$ cat src/rtl/async_fifo_wr_packer.sv
// async_fifo_wr_packer: packs RATIO narrow beats into one FIFO word and writes it into async_fifo.
// Optional idle auto-flush is enabled by defining ASYNC_FIFO_PACKER_TIMEOUT_EN.
`default_nettype none

module async_fifo_wr_packer #(
   parameter int IN_WIDTH       = 8,
   parameter int RATIO          = 4,
   parameter int FIFO_WIDTH     = IN_WIDTH * RATIO,
   parameter int TIMEOUT_CYCLES = 16
) (
   input  logic                  fifo_wclk,
   input  logic                  fifo_wrst_n,
   input  logic                  in_valid,
   input  logic [IN_WIDTH-1:0]   in_data,
   input  logic                  in_last,
   output logic                  in_ready,
   output logic                  fifo_wen,
   output logic [FIFO_WIDTH-1:0] fifo_wdata,
   input  logic                  fifo_full,
   output logic [31:0]           word_cnt
);

   localparam int LANE_W = (RATIO > 1) ? $clog2(RATIO) : 1;

   if (RATIO < 1 || RATIO > 16 || FIFO_WIDTH != IN_WIDTH * RATIO || TIMEOUT_CYCLES < 1) begin : g_param_check
      $error("async_fifo_wr_packer: illegal parameter combination");
   end

   typedef enum logic [1:0] {
      IDLE = 2'd0,
      FILL = 2'd1,
      PUSH = 2'd2
   } state_t;

   state_t                state_q;
   state_t                state_d;
   logic [LANE_W-1:0]     lane_cnt;
   logic [LANE_W-1:0]     lane_d;
   logic [FIFO_WIDTH-1:0] acc_q;
   logic [FIFO_WIDTH-1:0] acc_d;
   logic [FIFO_WIDTH-1:0] merged;
   logic [FIFO_WIDTH-1:0] wdata_d;
   logic                  pending;
   logic                  accept;
   logic                  last_lane;
   logic                  load;
   logic                  flush;

   assign pending   = (state_q == PUSH);
   assign in_ready  = fifo_wrst_n && (!pending || !fifo_full);
   assign fifo_wen  = pending && !fifo_full;
   assign accept    = in_valid && in_ready;
   assign last_lane = (lane_cnt == LANE_W'(RATIO - 1));

`ifdef ASYNC_FIFO_PACKER_TIMEOUT_EN
   logic [15:0] idle_cnt;
   logic        idle_cycle;

   assign idle_cycle = (lane_cnt != '0) && !accept;
   // Counter saturates one short of the limit so a flush blocked by pending fires as soon as it clears.
   assign flush      = idle_cycle && (idle_cnt >= 16'(TIMEOUT_CYCLES - 1)) && !pending;

   always_ff @(posedge fifo_wclk or negedge fifo_wrst_n) begin
      if (!fifo_wrst_n) begin
         idle_cnt <= '0;
      end else if (accept || flush) begin
         idle_cnt <= '0;
      end else if (idle_cycle && (idle_cnt < 16'(TIMEOUT_CYCLES - 1))) begin
         idle_cnt <= idle_cnt + 16'd1;
      end
   end
`else
   assign flush = 1'b0;
`endif

   always_comb begin
      merged = acc_q;
      for (int k = 0; k < RATIO; k++) begin
         if (lane_cnt == LANE_W'(k)) begin
            merged[k*IN_WIDTH +: IN_WIDTH] = in_data;
         end
      end

      load    = 1'b0;
      lane_d  = lane_cnt;
      acc_d   = acc_q;
      wdata_d = fifo_wdata;

      if (accept) begin
         if (last_lane || in_last) begin
            load    = 1'b1;
            wdata_d = merged;
            acc_d   = '0;
            lane_d  = '0;
         end else begin
            acc_d  = merged;
            lane_d = lane_cnt + LANE_W'(1);
         end
      end else if (flush) begin
         load    = 1'b1;
         wdata_d = acc_q;
         acc_d   = '0;
         lane_d  = '0;
      end

      // A new word loaded in the same cycle as a push keeps the word slot occupied.
      if (load || (pending && !fifo_wen)) begin
         state_d = PUSH;
      end else if (lane_d != '0) begin
         state_d = FILL;
      end else begin
         state_d = IDLE;
      end
   end

   always_ff @(posedge fifo_wclk or negedge fifo_wrst_n) begin
      if (!fifo_wrst_n) begin
         state_q    <= IDLE;
         lane_cnt   <= '0;
         acc_q      <= '0;
         fifo_wdata <= '0;
         word_cnt   <= '0;
      end else begin
         state_q    <= state_d;
         lane_cnt   <= lane_d;
         acc_q      <= acc_d;
         fifo_wdata <= wdata_d;
         if (fifo_wen) begin
            word_cnt <= word_cnt + 32'd1;
         end
      end
   end

endmodule

`default_nettype wire

$ cat config.mk
export PLATFORM = sky130hd
export DESIGN_NAME = async_fifo_wr_packer
export DESIGN_NICKNAME = d
export VERILOG_FILES = /design/src/rtl/async_fifo_wr_packer.sv
export SDC_FILE = /design/constraint.sdc
export NUM_CORES = 1
export LEC_CHECK = 0
export ABC_CLOCK_PERIOD_IN_PS = 5500
export BUFFER_PORTS_ARGS = -buffer_cell sky130_fd_sc_hd__buf_2
export CAP_MARGIN = 20
export CORE_MARGIN = 5
export CORE_UTILIZATION = 40
export CTS_CLUSTER_DIAMETER = 80
export CTS_CLUSTER_SIZE = 16
export DETAILED_ROUTE_END_ITERATION = 10
export SYNTH_ARGS = -nofsm -noshare
export SYNTH_HDL_FRONTEND = slang
export SYNTH_SLANG_ARGS = --single-unit
export TNS_END_PERCENT = 10
$ cat constraint.sdc
create_clock -name fifo_wclk -period 5.5 [get_ports fifo_wclk]
set_input_delay 0.55 -clock fifo_wclk [delete_from_list [all_inputs] [get_ports fifo_wclk]]
set_output_delay 0.55 -clock fifo_wclk [all_outputs]
set_load 0.005 [all_outputs]
# After elaboration in Yosys (flattened, before gate mapping)
# Cells that the tools add are included.
[word_totals] elab_cells=35 in_bits=13 rom_bits=0 mem_bits_rw=0 memories=0 latch_bits=0 reg_bits=100 out_inout_bits=66
[classes] magnitude_cmp=0 n_addsub=2 reduce_logical=13 mux=11 n_div=0 mul=0 bitwise_logic=0 n_eq_ne=4 shifts=0
[op_table] cell="$add A32 B1 Y32 const B" n=1
[op_table] cell="$mux W32" n=1
[op_table] cell="$mux W8" n=4
[op_table] cell="$eq A2 B2 Y1 const B" n=3
[op_table] cell="$mux W2" n=3
[op_table] cell="$logic_and A1 B1 Y1" n=4
[op_table] cell="$logic_not A1 Y1" n=3
[op_table] cell="$logic_or A1 B1 Y1" n=3
[op_table] cell="$mux W1" n=3
[op_table] cell="$add A2 B1 Y2 const B" n=1
[op_table] cell="$eq A2 B1 Y1 const B" n=1
[op_table] cell="$logic_not A2 Y1" n=1
[op_table] cell="$reduce_and A2 Y1" n=1
[op_table] cell="$reduce_bool A2 Y1" n=1

# Longest topological paths before layout
[depth] word_depth=9 depth_mapped=7 mapped_depth_nobuf=5

# Worst setup path after synthesis
# Ideal clock, no wire load.
[synth_path] path_type="input -> register" startpoint="input fifo_full" endpoint="register word_cnt[31]" setup_ns=0.079 n_path_buf=2 setup_slack_ns=3.264 cell_stages=6 t_required_ns=5.421 arrival_ns=2.157 path_cell_list="or3b_1 -> buf_2 -> or4_4 -> buf_6 -> nor4_2 -> xor2_1"
[synth_via] elab_chain_cells=2
[synth_lines] item="start: declaration" line_no="19" text="input logic fifo_full,"
[synth_lines] item="$logic_not A1 Y1" line_no="51" text="assign fifo_wen = pending && !fifo_full;"
[synth_lines] item="$logic_and A1 B1 Y1" line_no="51"
[synth_lines] item="end signal: assignment" line_no="129" text="word_cnt <= word_cnt + 32'd1;"
[synth_lines] item="end: declaration" line_no="20" text="output logic [31:0] word_cnt"
# Every way passes these cells.
# A chain may end at the register's enable or synchronous reset.

# Worst setup path in the final report
[layout_path] startpoint="register lane_cnt[1]" endpoint="register fifo_wdata[22]"
[layout_via] elab_chain_cells=3 word_cells_on_any_way=5 classes_between="eq/ne: 2; mux: 1; reduce/logical: 2"
[layout_lines] item="start: declaration" line_no="37" text="logic [LANE_W-1:0] lane_cnt;"
[layout_lines] item="start signal: assignment" line_no="125" text="lane_cnt <= lane_d;"
[layout_lines] item="$eq A2 B2 Y1" line_no="53" text="assign last_lane = (lane_cnt == LANE_W'(RATIO - 1));"
[layout_lines] item="$logic_or A1 B1 Y1" line_no="90" text="if (last_lane || in_last) begin"
[layout_lines] item="$reduce_and A2 Y1 (no line)"
[layout_lines] item="end signal: assignment" line_no="127" text="fifo_wdata <= wdata_d;"
[layout_lines] item="end: declaration" line_no="18" text="output logic [FIFO_WIDTH-1:0] fifo_wdata,"
# Parallel ways exist; a longest one is shown, timed or not.

==> summary.txt <==
Worst setup path
  – Critical path peak fanout: 52
  – WP data arrival: 2.80 ns
  – FF-to-FF path depth: 6
  – Crit path cell chain: ha_1 -> or2_2 -> nand4_1 -> buf_4 -> nand2_1 -> o21ai_0
  – Crit start category: flip-flop
  – Buf+Inv Stages, Crit Path: 1
  – Worst path depth: 6
  – Crit path capture type: flip-flop
  – CP max stage delay: 0.56 ns
  – CP top delay family: simple AND/OR/NAND/NOR gates
  – Worst path required time: 5.71 ns
  – Slowest-stage cell, CP: nand4_1
  – Worst r2r dst: fifo_wdata[22]$_DFFE_PN0P_
  – CP Capture Point: fifo_wdata[22]$_DFFE_PN0P_
  – Critical path launch point: lane_cnt[1]$_DFF_PN0_
  – Register-to-register setup slack: 2.92 ns
  – CP Class: reg -> reg
  – R2R Path Start: lane_cnt[1]$_DFF_PN0_

Floorplanning
  – Placeable Area: 10370 µm²
  – I/O pin count: 79
  – Initial Util: 41.34%
  – Row cnt: 37
  – Die X: 113.5 µm
  – Die Y: 113.5 µm
  – Die area: 12890 µm²

Global routing
  – Initial antenna violation count: 0
  – First-pass GRT wire length: 15800 µm
  – Largest net degree at the start of global routing: 66
  – Vias in the first global route: 3007
  – Total track usage: 15.28%
  – GR Overflow Total: 0

Clock network
  – Clk sinks: 100
  – Total CTS buffers: 9
  – Post_cts resized: 0
  – H-tree levels: 3
  – Root Buffer: clkbuf_8
  – Clock Latency Late Sink: 0.35 ns
  – Postcts setup bufs: 0
  – CTS max path bufs: 2
  – CTS tree: built
  – Cts hold-fix bufs: 0
  – Clock transition at path regs: 0.09 ns

Routing
  – Initial DRC Count: 126
  – Routed wire per std cell: 16.01 µm
  – Routed vias: 3027
  – Post-route ant nets: 0
  – Drt total wl: 9448 µm
  – Residual DRC: 0
  – Vias per cell: 5.131
  – Pre-antenna DRT Iters: 4

Timing
  – Clock skew: 0.007803 ns
  – Worst-Margin Slew: 0.8140 ns
  – Worst slew margin: 45.74%
  – Setup violators final: 0
  – Final hold slack: 0.1389 ns
  – Slew Viols, Final: 0
  – Final worst slack: 2.919 ns
  – Fmax: 0.3874 GHz
  – Minimum clock period: 2.581 ns
  – Fin crit share: 46.93%
  – Final hold vios: 0
  – Setup TNS: 0 ns
  – RSZ-0062 raised after global routing: no

Logic synthesis
  – Syn Nets: 395
  – EDFF count, synth: 0
  – FFs w/ async S/R, synth: 100.0%
  – Seq cells post-synth: 100
  – Register area share after synthesis: 58.38%
  – Yosys warning count: 0
  – Synth Instances: 377
  – Ys flop type: dfrtp_1
  – Syn_area_per_cell: 11.37 µm²
  – Area of the mapped netlist: 4287 µm²
  – Distinct cells, synth: 30

Placement
  – Buffers on Ports: 78
  – Post-place setup slack: 2.919 ns
  – GP Congestion: 0.7987
  – Post-DP HPWL: 6569 µm

Final layout
  – Most frequent cells in the layout: dfrtp_1, buf_2, nand2_1
  – Layout area overhead: 16.70%
  – # fillers: 986
  – Most common cell after layout, fill and taps aside: dfrtp_1
  – N_diodes: 0
  – Final nets: 467
  – Share of cells above drive strength 1: 21.59%
  – Finished Core Util: 48.24%

Run status
  – Outcome: completed

Power
  – PwrDens: 339.9 nW/µm²
  – Lkg Pwr: 2.553 nW
  – Peak VDD IR: 0.2197 mV
  – Pwr Total: 1.700 mW

Flow run
  – Maxcap violations: 0

Min path
  – Hold Crit Class: in -> async
## layout make-up
class / count / area (µm²) / share of cell area, %
flip-flops and latches: 100 / 2502 / 50.02
multi-input cells: 253 / 1685 / 33.69
repair buffers: 80 / 407.9 / 8.154
well taps: 136 / 170.2 / 3.402
clock buffers: 12 / 145.1 / 2.901
clock inverters: 4 / 72.57 / 1.451
inverters: 5 / 18.77 / 0.3752
## power breakdown
group	internal [mW]	switching, mW
combinational	0.139	0.159
sequential	0.829	0.0650
clock	0.269	0.239
total	1.24	0.463
## logic make-up (layout without fill, tap and decap cells)
kind of cell | after synthesis | after routing | share of synthesized area, %
simple gates | 121 | 121 | 14.42
flops | 100 | 100 | 58.38
compound gates | 64 | 64 | 9.632
buf+inv | 24 | 101 | 2.306
fa+ha+maj | 5 | 5 | 1.459
xor+xnor | 31 | 31 | 6.334
mux | 32 | 32 | 7.472
## through the flow
stage | cell area [µm²] | instances
2_1_floorplan | 4287 | 377
3_3_place_gp | 4785 | 574
3_5_place_dp | 4785 | 574
4_1_cts | 5002 | 590
5_1_grt | 5002 | 590
6_report | 5002 | 590
## registers in the layout (all words and copies together), names as in the netlist
| name | flops |
|---|---|
| fifo_wdata | 32 |
| lane_cnt | 2 |
| word_cnt | 32 |
| acc_q | 32 |
| state_q | 2 |
## cells in the mapped netlist, types with 5 or more instances
cell,count,share of area (%)
dfrtp_1,100,58
nand2_1,51,4.5
o21ai_0,35,4.1
mux2i_1,32,7.5
a22o_1,24,4.9
xor2_1,19,3.9
clkbuf_1,13,1.1
and2_1,12,1.8
xnor2_1,12,2.5
nand4_1,11,1.6
nand3_1,9,1.1
and3_1,8,1.2
nor3_1,8,0.93
nor2_1,6,0.53
nor4_1,6,0.88
ha_1,5,1.5
inv_1,5,0.44
## how the worst min path moves through the flow
stage	from	to	slack (ns)	cells past startpoint
5_1_grt	fifo_wrst_n	word_cnt[8]$_DFFE_PN0P_	0.17	1
2_1_floorplan	fifo_wrst_n	acc_q[0]$_DFFE_PN0N_	0.25	0
3_5_place_dp	word_cnt[31]$_DFFE_PN0P_	word_cnt[31]$_DFFE_PN0P_	0.46	1
3_3_place_gp	word_cnt[31]$_DFFE_PN0P_	word_cnt[31]$_DFFE_PN0P_	0.45	1
6_report	fifo_wrst_n	word_cnt[8]$_DFFE_PN0P_	0.14	1
4_1_cts	fifo_wrst_n	word_cnt[8]$_DFFE_PN0P_	0.15	1
## per-layer routing
metal	vias up	routed length (µm)	track usage, %
met5	-	0	0
met4	0	135	3.606
met2	78	4365	23.83
met3	12	475	3.873
li1	1467	-	-
met1	1470	4472	21.50
Note: power is estimated with default switching activity, not from simulation.
